`config.mk`:
```
export PLATFORM = sky130hd
export DESIGN_NAME = jt12_pres_ctrl
export DESIGN_NICKNAME = d
export VERILOG_FILES = /design/src/rtl/jt12_pres_pkg.sv /design/src/rtl/jt12_busy_cnt.sv /design/src/rtl/jt12_pres_ctrl.sv
export SDC_FILE = /design/constraint.sdc
export NUM_CORES = 1
export LEC_CHECK = 0
export BUFFER_PORTS_ARGS = -buffer_cell sky130_fd_sc_hd__buf_2
export CAP_MARGIN = 20
export CORE_MARGIN = 2
export CORE_UTILIZATION = 53
export DETAILED_ROUTE_END_ITERATION = 10
export HOLD_SLACK_MARGIN = 0.02
export PLACE_DENSITY = 0.85
export SLEW_MARGIN = 30
export SYNTH_ARGS = -nofsm -noshare
export SYNTH_HDL_FRONTEND = slang
export SYNTH_SLANG_ARGS = --single-unit
```
`constraint.sdc`:
```
create_clock -name clk -period 4.8 [get_ports clk]
set_clock_uncertainty 0.15 [all_clocks]
set_input_delay 0 -clock clk [delete_from_list [all_inputs] [get_ports clk]]
set_output_delay 0 -clock clk [all_outputs]
set_load 0.01 [all_outputs]
```
`src/rtl/jt12_pres_pkg.sv`:
```
// Shared constants, state encoding and decode helpers for the jt12 prescaler controller.
package jt12_pres_pkg;

  localparam logic [7:0] PRES_2D   = 8'h2D;
  localparam logic [7:0] PRES_2E   = 8'h2E;
  localparam logic [7:0] PRES_2F   = 8'h2F;
  localparam logic [1:0] DIV_RESET = 2'b10;

  typedef enum logic {
    ST_IDLE    = 1'b0,
    ST_PENDING = 1'b1
  } pres_state_e;

  function automatic logic is_pres_cmd(input logic [7:0] a);
    return (a == PRES_2D) || (a == PRES_2E) || (a == PRES_2F);
  endfunction

  // 0x2D/0x2E set bits of the pending selection, 0x2F clears it.
  function automatic logic [1:0] pres_merge(input logic [1:0] pend, input logic [7:0] a);
    case (a)
      PRES_2D: return pend | 2'b10;
      PRES_2E: return pend | 2'b01;
      default: return 2'b00;
    endcase
  endfunction

endpackage

```
`src/rtl/jt12_busy_cnt.sv`:
```
// Write-busy timer: counts BUSY_CYC cen ticks after each load; a load while busy restarts it.
module jt12_busy_cnt #(
  parameter int BUSY_CYC = 32
) (
  input  logic clk,
  input  logic rst,
  input  logic cen,
  input  logic load,
  output logic busy
);

  localparam logic [5:0] LOAD_VAL = 6'(BUSY_CYC);

  logic [5:0] cnt_q, cnt_d;

  always_comb begin
    cnt_d = cnt_q;
    if (load) begin
      cnt_d = LOAD_VAL;
    end else if (cen && (cnt_q != 6'd0)) begin
      cnt_d = cnt_q - 6'd1;
    end
  end

  always_ff @(posedge clk) begin
    if (rst) begin
      cnt_q <= 6'd0;
    end else begin
      cnt_q <= cnt_d;
    end
  end

  assign busy = (cnt_q != 6'd0);

endmodule

```
`src/rtl/jt12_pres_ctrl.sv`:
```
// CPU write decoder and prescaler-select controller for the jt12 FM core.
// Define JT12_PRES_LOCK_EN to ignore prescaler commands and pin div_setting at DIV_RESET.
module jt12_pres_ctrl
  import jt12_pres_pkg::*;
#(
  parameter int BUSY_CYC = 32
) (
  input  logic        rst,
  input  logic        clk,
  input  logic        cen,
  input  logic        clk_en_in,
  input  logic        cs_n,
  input  logic        wr_n,
  input  logic        a0,
  input  logic [7:0]  din,
  output logic [1:0]  div_setting,
  output logic [7:0]  addr,
  output logic [7:0]  dout,
  output logic        data_wr,
  output logic        busy,
  output logic        pres_upd,
  output pres_state_e dbg_state
);

  // Write protocol: the strobe (~cs_n & ~wr_n) is registered; one write event fires
  // in the cycle its registered copy rises, and a0/din are taken from that same cycle.
  logic        strb_q, strb_prev_q;
  logic        wr_ev, addr_ev, data_ev, presc_cmd, apply;
  pres_state_e state_q, state_d;
  logic [1:0]  pend_q, pend_d, div_q, div_d;
  logic [7:0]  addr_q, addr_d, dout_q, dout_d;
  logic        data_wr_q, data_wr_d, pres_upd_q, pres_upd_d;

  assign wr_ev   = strb_q & ~strb_prev_q;
  assign addr_ev = wr_ev & ~a0;
  assign data_ev = wr_ev & a0;
  assign apply   = (state_q == ST_PENDING) & cen & clk_en_in;

`ifdef JT12_PRES_LOCK_EN
  assign presc_cmd = 1'b0;
`else
  assign presc_cmd = addr_ev & is_pres_cmd(din);
`endif

  always_comb begin
    state_d    = state_q;
    pend_d     = pend_q;
    div_d      = div_q;
    addr_d     = addr_q;
    dout_d     = dout_q;
    data_wr_d  = 1'b0;
    pres_upd_d = 1'b0;
    if (addr_ev) addr_d = din;
    if (data_ev) begin
      dout_d    = din;
      data_wr_d = 1'b1;
    end
    if (apply) begin
      div_d      = pend_q;
      pres_upd_d = 1'b1;
      state_d    = ST_IDLE;
    end
    // A command landing on the apply cycle overrides the return to idle.
    if (presc_cmd) begin
      pend_d  = pres_merge(pend_q, din);
      state_d = ST_PENDING;
    end
  end

  always_ff @(posedge clk) begin
    if (rst) begin
      strb_q      <= 1'b0;
      strb_prev_q <= 1'b0;
      state_q     <= ST_IDLE;
      pend_q      <= DIV_RESET;
      div_q       <= DIV_RESET;
      addr_q      <= 8'h00;
      dout_q      <= 8'h00;
      data_wr_q   <= 1'b0;
      pres_upd_q  <= 1'b0;
    end else begin
      strb_q      <= ~cs_n & ~wr_n;
      strb_prev_q <= strb_q;
      state_q     <= state_d;
      pend_q      <= pend_d;
      div_q       <= div_d;
      addr_q      <= addr_d;
      dout_q      <= dout_d;
      data_wr_q   <= data_wr_d;
      pres_upd_q  <= pres_upd_d;
    end
  end

  jt12_busy_cnt #(
    .BUSY_CYC(BUSY_CYC)
  ) u_busy_cnt (
    .clk  (clk),
    .rst  (rst),
    .cen  (cen),
    .load (data_ev & ~rst),
    .busy (busy)
  );

  assign div_setting = div_q;
  assign addr        = addr_q;
  assign dout        = dout_q;
  assign data_wr     = data_wr_q;
  assign pres_upd    = pres_upd_q;
  assign dbg_state   = state_q;

endmodule

```
Word-level counts from Yosys, hierarchy flattened --
Cells that the tools add are included.
Cells by class: multiplexer cells 7, add/subtract/negate cells 1, bitwise operators 15, eq/ne operators 3, reductions and logical operators 9
Operators with widths (number):
- 8-bit by 6-bit == test with 1-bit output (second input constant) | 3
- 6-bit two-way mux | 2
- 1-bit AND | 8
- 1-bit NOT | 7
- 6-bit nonzero test | 1
- 6-bit by 1-bit subtractor with 6-bit output (second input constant) | 1
- 1-bit two-way mux | 4
- 2-bit one-hot mux with 2 select lines | 1
- 2-bit AND reduction | 2
- 2-bit nonzero test | 2
- 1-bit logical OR | 2
- 2-bit OR reduction | 1
- 1-bit logical AND | 1
Storage, ports and cells: output and inout bits 22, logic and storage cells 47, bits of input ports 15, register bits after elaboration 31

Logic depth before layout (Yosys ltp) --
depth in word-level cells 5, depth in mapped cells 5, gate-level depth less buffers 5

Modules after synthesis --
A second synthesis with hierarchy kept.
Unflattened totals: cell total of the unflattened synthesis 129, area, all modules 1273.7 µm²
By module, submodules not included:
- jt12_pres_ctrl | times used 1, cells each 90, seq. area each 500.5 µm², area an instance 938.4 µm²
- jt12_busy_cnt | times used 1, cells each 39, seq. area each 120.1 µm², area an instance 335.3 µm²

Worst setup path before layout --
Ideal clock, no wire load.
path kind register -> register, start point register u_busy_cnt.cnt_q[2], end point register u_busy_cnt.cnt_q[5], setup slack 3257 ps, required time 4576 ps, cell stages (with the launch flop) 4, period minus slack after synthesis 1543 ps, setup time 74 ps, path buffers 0, arrival time 1318 ps, cell sequence dfxtp_1 > or3_4 > or4_1 > a31oi_1
On the way: cells in the longest elaborated chain, start to end 3, elaborated cells on any way between the ends 6, classes of those cells add/sub (1); mux (2); reduce/logical (3)
RTL lines:
- start: declaration | line jt12_busy_cnt.sv:14 | logic [5:0] cnt_q, cnt_d;
- start signal: assignment | line jt12_busy_cnt.sv:29 | cnt_q <= cnt_d;
- 6-bit by 1-bit subtractor with 6-bit output / 6-bit nonzero test (equally long branches) | line jt12_busy_cnt.sv:21, jt12_busy_cnt.sv:20
- 6-bit two-way mux / 1-bit logical AND (equally long branches) | line jt12_busy_cnt.sv:20 | end else if (cen && (cnt_q != 6'd0)) begin
- 6-bit two-way mux / 2-bit nonzero test (equally long branches)
Several ways; a longest one is shown, not always the timed one. The select of a mux whose other input is x is not followed. A chain may end at the register's enable or synchronous reset.

Final worst setup path --
start point register strb_q, end point register state_q (netlist: dbg_state)
On the way: cells in the longest elaborated chain, start to end 4, elaborated cells on any way between the ends 5, classes of those cells mux (1); bitwise (3); reduce/logical (1)
RTL lines:
- start: declaration | line jt12_pres_ctrl.sv:27 | logic strb_q, strb_prev_q;
- start signal: assignment | line jt12_pres_ctrl.sv:82 | strb_q <= ~cs_n & ~wr_n;
- 1-bit AND * | line jt12_pres_ctrl.sv:34 | assign wr_ev = strb_q & ~strb_prev_q;
- 1-bit AND * | line jt12_pres_ctrl.sv:35 | assign addr_ev = wr_ev & ~a0;
- 1-bit AND * | line jt12_pres_ctrl.sv:42 | assign presc_cmd = addr_ev & is_pres_cmd(din);
- 1-bit two-way mux / 2-bit nonzero test (equally long branches)
- end signal: assignment | line jt12_pres_ctrl.sv:84 | state_q <= state_d;
- end: declaration | line jt12_pres_ctrl.sv:29 | pres_state_e state_q, state_d;
Mark *: on every way between the ends. The rest lies on a longest branch, timed or not.

==> insert_results.sql <==
INSERT INTO impl_metrics (metric_group, metric, value, unit) VALUES
('setup_path', 'crit_path_start_kind', 'register', ''),
('pwr', 'p_leak', '0.000766', 'uW'),
('cts', 'tritoncts.num_buffers', '5', ''),
('cts', 'ctsLongestPathBuffers', '2', ''),
('setup_path', 'cp_max_fo', '11', ''),
('synth', 'combinational_family_with_the_most_area_after_synthesis', 'simple AND/OR/NAND/NOR gates', ''),
('sta', 'setup_viol_count_final', '0', ''),
('hold_path', 'min_path_type', 'input port to register', ''),
('synth', 'post_synth_and_or_nand_nor_area_fraction', '0.233', ''),
('floorplan', 'std_cell_rows', '17', ''),
('grt', 'grt_max_degree', '35', ''),
('finish', 'post_route_cells_drive_above_1_share', '0.254', ''),
('routing', 'avgRoutedWirePerCell', '13.5', 'um'),
('synth', 'post_synth_inst_count', '135', ''),
('synth', 'postSynthNetCount', '152', ''),
('grt', 'antenna_found_initial', '0', ''),
('floorplan', 'floorplan_die_area', '2750', 'um2'),
('cts', 'cts_tree', 'done', ''),
('setup_path', 'critical-path-slowest-cell', 'sky130_fd_sc_hd__nor3b_2', ''),
('setup_path', 'cpPeakStageDelay', '0.74', 'ns'),
('cts', 'clk_pin_slew', '0.09', 'ns'),
('cts', 'clockRootBuffer', 'sky130_fd_sc_hd__clkbuf_4', ''),
('setup_path', 'worstPathCellList', 'nor3b_2 > o2111ai_1 > a21oi_1 > dlygate4sd3_1', ''),
('sta', 'worst_pin_slew', '0.896', 'ns'),
('grt', 'total_global_route_track_usage', '0.246', ''),
('synth', 'postSynthRegisterBits', '31', ''),
('grt', 'grt_first_pass_wirelength', '4890', 'um'),
('routing', 'first_iter_violations', '34', ''),
('cts', 'post_cts_hold_buffer_count', '20', ''),
('sta', 'timing.final.max_slew_violations', '0', ''),
('routing', 'remaining_drc_errors', '0', ''),
('synth', 'synth_area_per_cell', '9.20', 'um2'),
('finish', 'design_area', '1700', 'um2'),
('sta', 'layout_min_cycle_time', '2.33', 'ns'),
('finish', 'fin_nets', '209', ''),
('cts', 'post_cts.repair.setup_buffers', '0', ''),
('routing', 'detail-route-antenna-nets', '0', ''),
('finish', 'layout.area.seq', '621', 'um2'),
('place', 'placed_area', '1440', 'um2'),
('synth', 'syn-cell-area', '1240', 'um2'),
('synth', 'post_synthesis_cell_type_count', '32', ''),
('pwr', 'irDropWorstVdd', '0.277', 'mV'),
('sta', 'final.period_utilization', '0.486', ''),
('setup_path', 'critPathTopFamily', 'simple AND/OR/NAND/NOR gates', ''),
('grt', 'grt.overflow.total', '0', ''),
('synth', 'synth_mux_area_frac', '0.124', ''),
('synth', 'synth-adder-area-share', '0.0201', ''),
('floorplan', 'fp.coreArea', '2210', 'um2'),
('synth', 'synth.yosys.seq_area_share', '0.499', ''),
('synth', 'synth-warning-count', '0', ''),
('finish', 'areaGrowthSynthToFinish', '37.2', '%'),
('setup_path', 'worst_ep_required_time', '4.93', 'ns'),
('place', 'place.gp.congestion', '0.753', ''),
('finish', 'footprint_of_the_multi_input_gates', '588', 'um2'),
('grt', 'first_global_vias', '1086', ''),
('routing', 'drtPass1Iterations', '6', ''),
('flow_run', 'drv.max_cap_violation_count', '0', ''),
('cts', 'post_cts.resized_instances', '0', ''),
('setup_path', 'setup.worst_path.end_class', 'register', ''),
('setup_path', 'worstPathArrival', '2.46', 'ns'),
('cts', 'htree_levels', '2', ''),
('floorplan', 'top_level_ports', '37', ''),
('floorplan', 'start_util', '0.562', ''),
('sta', 'setup_repair_after_global_routing_missed_its_margin', 'false', ''),
('status', 'run_status', 'complete, no violations', ''),
('cts', 'clock-sinks', '31', ''),
('routing', 'vias_per_cell', '5.33', ''),
('finish', 'nFillCells', '159', ''),
('setup_path', 'crit_path_kind', 'register to register', ''),
('sta', 'fin_setup_tns', '0', 'ns'),
('finish', 'antenna_cells', '0', ''),
('sta', 'highest_attainable_clock_frequency', '429', 'MHz'),
('sta', 'timing_hold_violations_final', '0', ''),
('routing', 'drt-total-wl', '2990', 'um'),
('place', 'dp.final_hpwl', '1900', 'um'),
('setup_path', 'worstPathBufferInverterCount', '1', ''),
('floorplan', 'die_h', '52.4', 'um'),
('pwr', 'powerDensity', '360', 'nW/um2'),
('sta', 'slew_headroom', '0.400', ''),
('routing', 'route.vias.total', '1179', ''),
('synth', 'post_synth_xor_xnor_area', '0', ''),
('synth', 'post_synthesis_compound_gate_area_fraction', '0.0926', ''),
('place', 'place.port_buffers', '36', ''),
('floorplan', 'die_x', '52.4', 'um'),
('cts', 'clkLatencyLatePin', '0.34', 'ns');
==> layout by cell type, fill, tap and decap left out, types with 2 or more instances in the layout <==
cell	instances
sky130_fd_sc_hd__nand3_1	2
sky130_fd_sc_hd__dlygate4sd3_1	20
sky130_fd_sc_hd__nor2b_1	4
sky130_fd_sc_hd__nor3_1	7
sky130_fd_sc_hd__clkbuf_4	5
sky130_fd_sc_hd__nand2_1	22
sky130_fd_sc_hd__mux2i_1	12
sky130_fd_sc_hd__dfxtp_1	31
sky130_fd_sc_hd__a21boi_1	2
sky130_fd_sc_hd__buf_2	36
sky130_fd_sc_hd__nor2_1	15
sky130_fd_sc_hd__clkbuf_8	2
sky130_fd_sc_hd__nand4_1	2
sky130_fd_sc_hd__a21oi_1	9
sky130_fd_sc_hd__mux2_2	2
sky130_fd_sc_hd__ha_1	2
sky130_fd_sc_hd__inv_1	3
==> flip-flops by register name (all words and copies together), names as in the netlist <==
register and flops:
addr 8, pend_q 2, data_wr 1, strb_q 1, u_busy_cnt.cnt_q 6, dbg_state 1, pres_upd 1, div_setting 2
strb_prev_q 1, dout 8
==> cell families (layout without fill, tap and decap cells) <==
| kind of cell | Yosys count | after routing |
|---|---|---|
| AO/OA/AOI/OAI | 18 | 18 |
| adder cells (fa/ha/maj) | 2 | 2 |
| buffers and inverters | 9 | 67 |
| flip-flops | 31 | 31 |
| multiplexers | 15 | 15 |
| AND/OR/NAND/NOR | 60 | 60 |
==> cell usage after synthesis <==
| cell type | instances | area [um2] |
|---|---|---|
| sky130_fd_sc_hd__ha_1 | 2 | 25.0 |
| sky130_fd_sc_hd__buf_4 | 1 | 7.51 |
| sky130_fd_sc_hd__nor3b_1 | 1 | 7.51 |
| sky130_fd_sc_hd__buf_2 | 1 | 5.00 |
| sky130_fd_sc_hd__a21oi_1 | 9 | 45.0 |
| sky130_fd_sc_hd__o2111ai_1 | 1 | 8.76 |
| sky130_fd_sc_hd__and3b_1 | 1 | 8.76 |
| sky130_fd_sc_hd__o21ai_0 | 1 | 5.00 |
| sky130_fd_sc_hd__or3_1 | 1 | 6.26 |
| sky130_fd_sc_hd__o21a_1 | 1 | 7.51 |
| sky130_fd_sc_hd__nand3b_1 | 1 | 7.51 |
| sky130_fd_sc_hd__mux2i_1 | 12 | 120 |
| sky130_fd_sc_hd__nand4_1 | 2 | 12.5 |
| sky130_fd_sc_hd__a21boi_1 | 2 | 15.0 |
| sky130_fd_sc_hd__a31oi_1 | 1 | 6.26 |
| sky130_fd_sc_hd__nand2_1 | 22 | 82.6 |
| sky130_fd_sc_hd__mux2_1 | 1 | 11.3 |
| sky130_fd_sc_hd__nand3_1 | 2 | 10.0 |
| sky130_fd_sc_hd__mux2_2 | 2 | 22.5 |
| sky130_fd_sc_hd__and4b_1 | 1 | 10.0 |
| sky130_fd_sc_hd__or3b_1 | 1 | 8.76 |
| sky130_fd_sc_hd__clkbuf_1 | 4 | 15.0 |
| sky130_fd_sc_hd__o31a_2 | 1 | 10.0 |
| sky130_fd_sc_hd__or3_4 | 1 | 11.3 |
| sky130_fd_sc_hd__inv_1 | 3 | 11.3 |
| sky130_fd_sc_hd__dfxtp_1 | 31 | 621 |
| sky130_fd_sc_hd__a211o_2 | 1 | 10.0 |
| sky130_fd_sc_hd__nor3_1 | 7 | 35.0 |
| sky130_fd_sc_hd__nor2_1 | 15 | 56.3 |
| sky130_fd_sc_hd__nor2b_1 | 4 | 25.0 |
| sky130_fd_sc_hd__a211oi_1 | 1 | 7.51 |
| sky130_fd_sc_hd__or4_1 | 1 | 7.51 |
==> tightest hold or removal path, stage by stage <==
cell and delay [ns]:
sky130_fd_sc_hd__buf_2 0.08, sky130_fd_sc_hd__nor3_1 0.05, sky130_fd_sc_hd__dlygate4sd3_1 0.55
==> final cells by class <==
| class | instances | share of cell area |
|---|---|---|
| clock buffer | 8 | 0.0404 |
| inverter | 3 | 0.00661 |
| multi-input combinational | 95 | 0.345 |
| sequential | 31 | 0.364 |
| tap | 28 | 0.0206 |
| timing repair buffer | 56 | 0.223 |
==> power breakdown <==
group | internal (uW) | total (uW) | switching, uW
clock | 86.1 | 175 | 89.1
sequential | 276 | 293 | 16.3
combinational | 72.9 | 146 | 72.8
==> layer usage <==
metal / wire [um] / vias up / global-route usage
li1: - / 580 / -
met1: 1250 / 544 / 0.295
met2: 1470 / 45 / 0.392
met3: 181 / 10 / 0.0886
met4: 76 / 0 / 0.107
met5: 0 / - / 0
==> worst paths after layout <==
kind	from	to	slack [ns]	cells past startpoint
setup / recovery	strb_q	dbg_state	2.47	4
hold / removal	wr_n	strb_q	0.24	3
setup reg to reg	strb_q	dbg_state	2.47	4
hold reg to reg	dout[0]	dout[0]	0.31	2
==> metrics by stage <==
step | cells | utilization | worst slack (ns) | hold WS [ns] | total power (uW)
after global routing | 221 | 0.770 | 2.26 | 0.236 | 646
after global placement | 193 | 0.649 | 2.99 | 0.0203 | 423
after detailed placement | 193 | 0.649 | 2.92 | 0.0237 | 434
final | 221 | 0.770 | 2.47 | 0.238 | 614
after floorplan | 135 | - | 3.26 | -0.0732 | 393
after CTS | 221 | 0.770 | 2.48 | 0.215 | 613
No activity file was read; power rests on OpenSTA's default activity.
